`config.mk`:
```
export PLATFORM = sky130hd
export DESIGN_NAME = c34_stress_sched
export DESIGN_NICKNAME = d
export VERILOG_FILES = /design/src/rtl/c34_stress_sched.sv
export SDC_FILE = /design/constraint.sdc
export NUM_CORES = 1
export LEC_CHECK = 0
export ABC_AREA = 1
export BUFFER_PORTS_ARGS = -buffer_cell sky130_fd_sc_hd__buf_2
export CELL_PAD_IN_SITES_DETAIL_PLACEMENT = 1
export CELL_PAD_IN_SITES_GLOBAL_PLACEMENT = 1
export CORE_ASPECT_RATIO = 1.75
export CORE_MARGIN = 5
export CORE_UTILIZATION = 43
export CTS_BUF_LIST = sky130_fd_sc_hd__clkbuf_4
export DETAILED_ROUTE_END_ITERATION = 12
export PLACE_DENSITY = 0.82
export SKIP_LAST_GASP = 1
export SLEW_MARGIN = 20
export SYNTH_ARGS = -nofsm -noshare
export SYNTH_HDL_FRONTEND = slang
export SYNTH_SLANG_ARGS = --single-unit
```
`constraint.sdc`:
```
create_clock -name clk -period 3.19 [get_ports clk]
set_clock_uncertainty 0.1 [all_clocks]
set_input_delay 0.638 -clock clk [delete_from_list [all_inputs] [get_ports clk]]
set_output_delay 0.638 -clock clk [all_outputs]
set_load 0.05 [all_outputs]
```
`src/rtl/c34_stress_sched.sv`:
```
//==============================================================================
// Module      : c34_stress_sched
// Description : Stress/measure scheduler for two c17-style core slices. It
//               alternates a static stress vector with LFSR patterns and counts
//               mismatching response bits.
// Revision    : 1.0 - initial release
//==============================================================================
`default_nettype none

module c34_stress_sched #(
    parameter int unsigned STRESS_CYC = 16,
    parameter int unsigned MEAS_CYC   = 8,
    parameter logic [9:0]  LFSR_SEED  = 10'h2A5
) (
    input  logic        clk,
    input  logic        rst,
    input  logic        start,
    input  logic        abort,
    input  logic [9:0]  stress_vec,
    input  logic [7:0]  n_rounds,
    output logic [9:0]  dut_in,
    input  logic [3:0]  dut_out,
    output logic        busy,
    output logic        done,
    output logic [15:0] fail_cnt,
    output logic [7:0]  round_cnt
);

    localparam logic [1:0]  c_st_idle     = 2'd0;
    localparam logic [1:0]  c_st_stress   = 2'd1;
    localparam logic [1:0]  c_st_meas     = 2'd2;
    localparam logic [9:0]  c_seed        = (LFSR_SEED == 10'h000) ? 10'h001 : LFSR_SEED;
    localparam logic [15:0] c_stress_last = 16'(STRESS_CYC - 1);
    localparam logic [15:0] c_meas_last   = 16'(MEAS_CYC - 1);

    logic [1:0]  r_state;
    logic [1:0]  w_state_nxt;
    logic [9:0]  r_dut_in;
    logic [9:0]  r_stress_vec;
    logic [7:0]  r_n_rounds;
    logic [9:0]  r_lfsr;
    logic [15:0] r_phase_cnt;
    logic [15:0] r_fail_cnt;
    logic [7:0]  r_round_cnt;
    logic        r_done;

    logic        w_accept;
    logic        w_zero_run;
    logic        w_abort_run;
    logic        w_run_end;
    logic        w_stress_last;
    logic        w_meas_last;
    logic [7:0]  w_round_inc;
    logic [9:0]  w_lfsr_nxt;
    logic [3:0]  w_golden;
    logic [3:0]  w_mis;
    logic [2:0]  w_nbits;
    logic [16:0] w_fail_sum;
    logic [15:0] w_fail_sat;

    // Golden response for each 5-bit slice: bits {N7,N6,N3,N2,N1}
    for (genvar s = 0; s < 2; s++) begin : g_slice
        logic w_n1, w_n2, w_n3, w_n6, w_n7, w_n11;
        assign {w_n7, w_n6, w_n3, w_n2, w_n1} = r_dut_in[5*s +: 5];
        assign w_n11             = ~(w_n3 & w_n6);
        assign w_golden[2*s]     = (w_n1 & w_n3) | (w_n2 & w_n11);
        assign w_golden[2*s + 1] = w_n11 & (w_n2 | w_n7);
    end

    assign w_mis      = dut_out ^ w_golden;
    assign w_nbits    = {2'b00, w_mis[0]} + {2'b00, w_mis[1]} + {2'b00, w_mis[2]} + {2'b00, w_mis[3]};
    assign w_fail_sum = {1'b0, r_fail_cnt} + {14'd0, w_nbits};
    assign w_fail_sat = w_fail_sum[16] ? 16'hFFFF : w_fail_sum[15:0];

    // x^10 + x^7 + 1: taps on bits 9 and 6, shifting towards the MSB
    assign w_lfsr_nxt    = {r_lfsr[8:0], r_lfsr[9] ^ r_lfsr[6]};
    assign w_stress_last = (r_phase_cnt == c_stress_last);
    assign w_meas_last   = (r_phase_cnt == c_meas_last);
    assign w_round_inc   = r_round_cnt + 8'd1;

    always_ff @(posedge clk) begin
        if (rst) begin
            r_state <= c_st_idle;
        end else begin
            r_state <= w_state_nxt;
        end
    end

    always_comb begin
        w_state_nxt = r_state;
        w_accept    = 1'b0;
        w_zero_run  = 1'b0;
        w_abort_run = 1'b0;
        w_run_end   = 1'b0;
        case (r_state)
            c_st_idle: begin
                if (start && !abort) begin
                    if (n_rounds != 8'd0) begin
                        w_accept    = 1'b1;
                        w_state_nxt = c_st_stress;
                    end else begin
                        w_zero_run = 1'b1;
                    end
                end
            end
            c_st_stress: begin
                if (abort) begin
                    w_abort_run = 1'b1;
                    w_state_nxt = c_st_idle;
                end else if (w_stress_last) begin
                    w_state_nxt = c_st_meas;
                end
            end
            c_st_meas: begin
                if (abort) begin
                    w_abort_run = 1'b1;
                    w_state_nxt = c_st_idle;
                end else if (w_meas_last) begin
                    if (w_round_inc == r_n_rounds) begin
                        w_run_end   = 1'b1;
                        w_state_nxt = c_st_idle;
                    end else begin
                        w_state_nxt = c_st_stress;
                    end
                end
            end
            default: begin
                w_state_nxt = c_st_idle;
            end
        endcase
    end

    // Datapath: dut_in tracks r_lfsr for the whole MEAS phase
    always_ff @(posedge clk) begin
        if (rst) begin
            r_dut_in     <= 10'h000;
            r_stress_vec <= 10'h000;
            r_n_rounds   <= 8'd0;
            r_lfsr       <= c_seed;
            r_phase_cnt  <= 16'd0;
            r_fail_cnt   <= 16'd0;
            r_round_cnt  <= 8'd0;
            r_done       <= 1'b0;
        end else begin
            r_done <= 1'b0;
            if (w_accept) begin
                r_stress_vec <= stress_vec;
                r_n_rounds   <= n_rounds;
                r_lfsr       <= c_seed;
                r_fail_cnt   <= 16'd0;
                r_round_cnt  <= 8'd0;
                r_phase_cnt  <= 16'd0;
                r_dut_in     <= stress_vec;
            end else if (w_zero_run) begin
                r_fail_cnt  <= 16'd0;
                r_round_cnt <= 8'd0;
                r_done      <= 1'b1;
            end else if (w_abort_run) begin
                r_dut_in    <= 10'h000;
                r_phase_cnt <= 16'd0;
            end else if (r_state == c_st_stress) begin
                if (w_stress_last) begin
                    r_phase_cnt <= 16'd0;
                    r_dut_in    <= r_lfsr;
                end else begin
                    r_phase_cnt <= r_phase_cnt + 16'd1;
                end
            end else if (r_state == c_st_meas) begin
                r_fail_cnt <= w_fail_sat;
                r_lfsr     <= w_lfsr_nxt;
                if (w_meas_last) begin
                    r_phase_cnt <= 16'd0;
                    r_round_cnt <= w_round_inc;
                    if (w_run_end) begin
                        r_dut_in <= 10'h000;
                        r_done   <= 1'b1;
                    end else begin
                        r_dut_in <= r_stress_vec;
                    end
                end else begin
                    r_phase_cnt <= r_phase_cnt + 16'd1;
                    r_dut_in    <= w_lfsr_nxt;
                end
            end
        end
    end

    assign dut_in    = r_dut_in;
    assign busy      = (r_state == c_st_stress) || (r_state == c_st_meas);
    assign done      = r_done;
    assign fail_cnt  = r_fail_cnt;
    assign round_cnt = r_round_cnt;

endmodule

`default_nettype wire
```
======== Word level (Yosys, flattened, before mapping) ========
Index checks and enable logic that the tools add are counted.
storage, ports and cells
  register bits after elaboration ......... 81
  bits of input ports ..................... 26
  output and inout bits ................... 36
  logic and storage cells ................. 101
cells by class
  $add $sub $neg .......................... 6
  equality and inequality tests ........... 11
  multiplexer cells ....................... 40
  bitwise operators ....................... 19
  reduce and logical (&&, ||, !) cells .... 16
operator list
  operator               number
  $mux 16                6
  $mux 10                8
  $mux 1                 19
  $add 16x3->17          1
  $add 16x1->16 const B  1
  $eq 16x3->1 const B    1
  $eq 16x4->1 const B    1
  $mux 2                 6
  $reduce_and 4->1       3
  $add 8x1->8 const B    1
  $and 1x1->1            8
  $eq 8x8->1             1
  $reduce_bool 8->1      1
  $ne 2x2->1 const B     3
  $ne 3x3->1 const B     2
  $pmux 2 s3             1
  $reduce_and 3->1       2
  $not 1->1              5
  $ne 4x4->1 const B     1
  $or 1x1->1             4
  $reduce_bool 4->1      1
  $reduce_or 2->1        2
  $xor 4x4->4            1
  $add 2x1->3            1
  12 further kinds       12

======== Depth between registers and ports, before layout ========
  word-level depth ........................ 13
  depth in mapped cells ................... 17
  gate-level depth less buffers ........... 17

======== Least setup slack after synthesis ========
No wires, ideal clock.
  kind .................................... reg2reg
  from .................................... register r_dut_in[3] (netlist: dut_in[3])
  to ...................................... register r_fail_cnt[10] (netlist: fail_cnt[10])
  library setup time ...................... 70 ps
  arrival ................................. 3123 ps
  required time ........................... 3020 ps
  setup slack ............................. -103 ps
  cell stages (with the launch flop) ...... 18
  buffers on the path ..................... 1
  clock period less this slack ............ 3293 ps
  cells stage by stage .................... dfxtp_1 > nand2_1 > nand2_1 > o21ai_0 > xnor2_1 > fa_1 > fa_1 > inv_1 > fa_1 > nand2_1 > nor2_2 > nand2_4 > nor2_4 > nand2_2 > inv_2 > nand2_1 > buf_6 > a21oi_1
between the ends
  longest elaborated chain between the ends .. 10
  elaborated cells on any way between the ends .. 11
  classes of those cells .................. add/sub: 4; mux: 1; bitwise: 6
ends and longest elaborated chain
  item                      RTL line  text
  start: declaration        38        logic [9:0] r_dut_in;
  start signal: assignment  153       r_dut_in <= stress_vec;
  start signal: assignment  164       r_dut_in <= r_lfsr;
  start signal: assignment  178       r_dut_in <= r_stress_vec;
  $and 1x1->1 *             65        assign w_n11 = ~(w_n3 & w_n6);
  $not 1->1 *               65
  $and 1x1->1               66        assign w_golden[2*s] = (w_n1 & w_n3) | (w_n2 & w_n11);
  $or 1x1->1                66
  $xor 4x4->4 *             70        assign w_mis = dut_out ^ w_golden;
  $add 1x1->2 *             71        assign w_nbits = {2'b00, w_mis[0]} + {2'b00, w_mis[1]} + {2'b00, w_mis[2]} + {2'b00, w_mis[3]};
  $add 2x1->3 *             71
  $add 3x1->3 *             71
  $add 16x3->17 *           72        assign w_fail_sum = {1'b0, r_fail_cnt} + {14'd0, w_nbits};
  $mux 16 *                 73        assign w_fail_sat = w_fail_sum[16] ? 16'hFFFF : w_fail_sum[15:0];
  end signal: assignment    169       r_fail_cnt <= w_fail_sat;
  end: declaration          43        logic [15:0] r_fail_cnt;
Every way passes the cells marked *; elsewhere a longest branch is shown, timed or not.
A chain may end at the register's enable or synchronous reset.

======== Final worst setup path ========
  from .................................... register r_dut_in[8] (netlist: dut_in[8])
  to ...................................... register r_fail_cnt[14] (netlist: fail_cnt[14])
between the ends
  longest elaborated chain between the ends .. 9
  elaborated cells on any way between the ends .. 10
  classes of those cells .................. add/sub: 3; mux: 1; bitwise: 6
ends and longest elaborated chain
  item             RTL line
  $and 1x1->1 *    65
  $not 1->1 *      65
  $and 1x1->1      66
  $or 1x1->1       66
  $xor 4x4->4 *    70
  $add 2x1->3      71
  $add 3x1->3 *    71
  $add 16x3->17 *  72
  $mux 16 *        73
Marked as above.

==> results_dict.tcl <==
set metrics [dict create \
    ir_worst_vdd_mv 0.306 \
    grt.met1_usage_pct 21.1 \
    p_per_area_nw_per_um2 537 \
    tightest_slew_ns 0.572 \
    syn_nets 685 \
    dpl-instance-area_um2 5030 \
    path_clk_slew_ns 0.14 \
    async_flop_share_pct 0 \
    syn_inst 648 \
    htreeDepth 3 \
    row_count 50 \
    intPower_uw 1720 \
    outcome "finished clean" \
    startpoint_type "flop" \
    power_leakage_uw 0.00232 \
    grt-ovfl-total 0 \
    critPathSlowestCell "fa_1" \
    ys_seq_area_share_pct 35.4 \
    synth_area_per_cell_um2 7.07 \
    place.gp.congestion 0.860 \
    fin_util_pct 49.7 \
    use_met3_pct 4.18 \
    io_pins 62 \
    grtUsageMet2_pct 42.2 \
    clk_latency_ns 0.47 \
    syn2layout_area_growth_pct 14.6 \
    remaining_drc_errors 0 \
    dr.pass1.iters 4 \
    fin_area_um2 5250 \
    layout_commonest_cell "nand2_1" \
    cp_common_cell "nand2_2" \
    relSlewSlack_pct 61.8 \
    fmax_mhz 332 \
    cts-root-buf "clkbuf_4" \
    coreArea_um2 10600 \
    antenna_left 0 \
    antenna_found_initial 1 \
    ys_warn_count 0 \
    cts_max_path_buffers 2 \
    power_switching_uw 1100 \
    drtIter0Drc 175 \
    pwr-share-comb_pct 34.6 \
    drive_gt1_share_pct 22.9 \
    p_clk_share_pct 24.7 \
    finalCritPeriodShare_pct 94.5 \
    grt_pass1_vias 4838 \
    start_util_pct 43.3 \
    wirelength_um 13200 \
    grt_max_degree 23 \
    slew_viol_final 0 \
    synth_edf_count 0 \
    dieArea_um2 12900 \
    critPathRequiredTime_ns 3.47 \
    port_buffers 61 \
    nets 756 \
    top_usage_layer "met2" \
    critPathKind "flop to flop" \
    hp-class "input port to flop" \
    holdWs_ns 0.266 \
    finalHoldViolCount 0 \
    hpwlAfterDp_um 10500 \
    grt_use_total_pct 21.4 \
    preCtsSetupSlack_ns -0.275 \
    cts.sinks 81 \
    crit_path_end_kind "flop" \
    synth.distinct_cells 48 \
    finalSetupViolations 0 \
    cts_tree "yes" \
    ys.flop_type "dfxtp_1" \
    numCtsBuffers 9 \
    swShare_pct 39.0 \
    cap_violations 0 \
    avgRoutedWirePerCell_um 15.4 \
    synth.cell_area_um2 4580 \
    critPathArrivalTime_ns 3.30 \
    layout_min_cycle_time_ns 3.01 \
    seq_power_share_pct 40.7 \
    vias_per_cell 5.17 \
    crit_path_cell_trace "nand2_2 > nand2_1 > o21ai_1 > xnor2_1 > fa_1 > fa_2 > inv_2 > fa_2 > nand2_2 > nor2_4 > nand2_4 > nor2_4 > nand2_2 > inv_2 > buf_4 > a31oi_1 > a211oi_1" \
    dr_total_vias 4420 \
    cp_slowest_stage_delay_ns 0.46 \
    chipHeight_um 147 \
    ys_seq_elements 81 \
    layout_common_cells "nand2_1, inv_1, dfxtp_1, nor2_1, buf_2" \
    die_w_um 88.0 \
    setup_slack_ns 0.175 \
    critPathTopFamily "adder cells" \
    cp.buffers_inverters 3 \
    grt_pass1_wl_um 22100 \
    setup_tns_ns 0 \
    critPathMaxFanout 3 \
]
==> cells in the mapped netlist (6+ instances only) <==
| cell type | number | area [µm²] |
|---|---|---|
| a21oi_1 | 44 | 220 |
| a21oi_2 | 9 | 78.8 |
| clkbuf_1 | 7 | 26.3 |
| dfxtp_1 | 81 | 1620 |
| ha_1 | 8 | 100 |
| inv_1 | 90 | 338 |
| inv_2 | 7 | 26.3 |
| nand2_1 | 146 | 548 |
| nand2_2 | 9 | 56.3 |
| nand3_1 | 33 | 165 |
| nand4_1 | 7 | 43.8 |
| nor2_1 | 65 | 244 |
| o211ai_1 | 6 | 45.0 |
| o21ai_0 | 36 | 180 |
| o22ai_1 | 9 | 56.3 |
| xnor2_1 | 6 | 52.6 |
| xor2_1 | 15 | 131 |
==> cell families after synthesis <==
| kind of cell | synth area share [%] |
|---|---|
| buffers and inverters | 11.1 |
| and+or+nand+nor | 31.1 |
| DFF | 35.4 |
| AOI/OAI and AO/OA | 14.9 |
| xor gates and xnor gates | 4.01 |
| adders and majority gates | 3.49 |
==> flip-flops by register name, indices dropped and copies added (netlist names) <==
| name | count |
|---|---|
| done | 1 |
| dut_in | 10 |
| round_cnt | 8 |
| r_stress_vec | 10 |
| r_state | 2 |
| r_lfsr | 10 |
| r_n_rounds | 8 |
| r_phase_cnt | 16 |
| fail_cnt | 16 |
==> through the flow <==
stage / total power [µW] / instances
floorplan: 1880 / 648
global placement: 2090 / 835
detailed placement: 2120 / 835
CTS: 2820 / 851
global route: 3000 / 855
finish: 2820 / 855
==> what timing repair did <==
action	CTS	global route
cloned	0	0
hold buffers	0	0
gates resized for setup	2	11
buffers inserted	0	3
pin swaps	0	7
endpoints found under the setup margin	11	14
==> power groups by stage <==
stage / sequential, µW / combinational [µW] / clock (µW)
floorplan: 1300 / 581 / 0
detailed placement: 1170 / 950 / 0
global placement: 1160 / 925 / 0
finish: 1150 / 976 / 697
global route: 1160 / 1090 / 759
CTS: 1150 / 962 / 715
==> path summary, 6_finish.rpt <==
kind	slack [ns]	to	start	cells past startpoint
max reg2reg	0.18	fail_cnt[14]	dut_in[8]	17
min reg2reg	0.37	r_lfsr[8]	r_lfsr[8]	2
min	0.27	r_state[1]	rst	2
max	0.18	fail_cnt[14]	dut_in[8]	17
==> worst reg2reg max path: stages (launching register included) <==
cell      delay (ns)
dfxtp_2         0.38
nand2_2         0.06
nand2_1         0.05
o21ai_1         0.07
xnor2_1         0.26
fa_1            0.46
fa_2            0.35
inv_2           0.08
fa_2            0.21
nand2_2         0.07
nor2_4          0.12
nand2_4         0.07
nor2_4          0.13
nand2_2         0.08
inv_2           0.06
buf_4           0.09
a31oi_1         0.07
a211oi_1        0.22
==> per-layer routing <==
metal	wire length, µm	up-vias
li1	-	2211
met1	4780	2111
met2	7550	64
met3	386	34
met4	451	0
met5	0	-
==> layout make-up <==
class | count | area [µm²]
clock buffers | 10 | 75.1
fillers | 1421 | 5320
diodes | 1 | 2.50
repair buffers | 79 | 440
flip-flops and latches | 81 | 1630
multi-input cells | 449 | 2480
inverters | 99 | 374
clock inverters | 6 | 82.6
well taps | 130 | 163
Note: power is estimated with default switching activity, not from simulation.
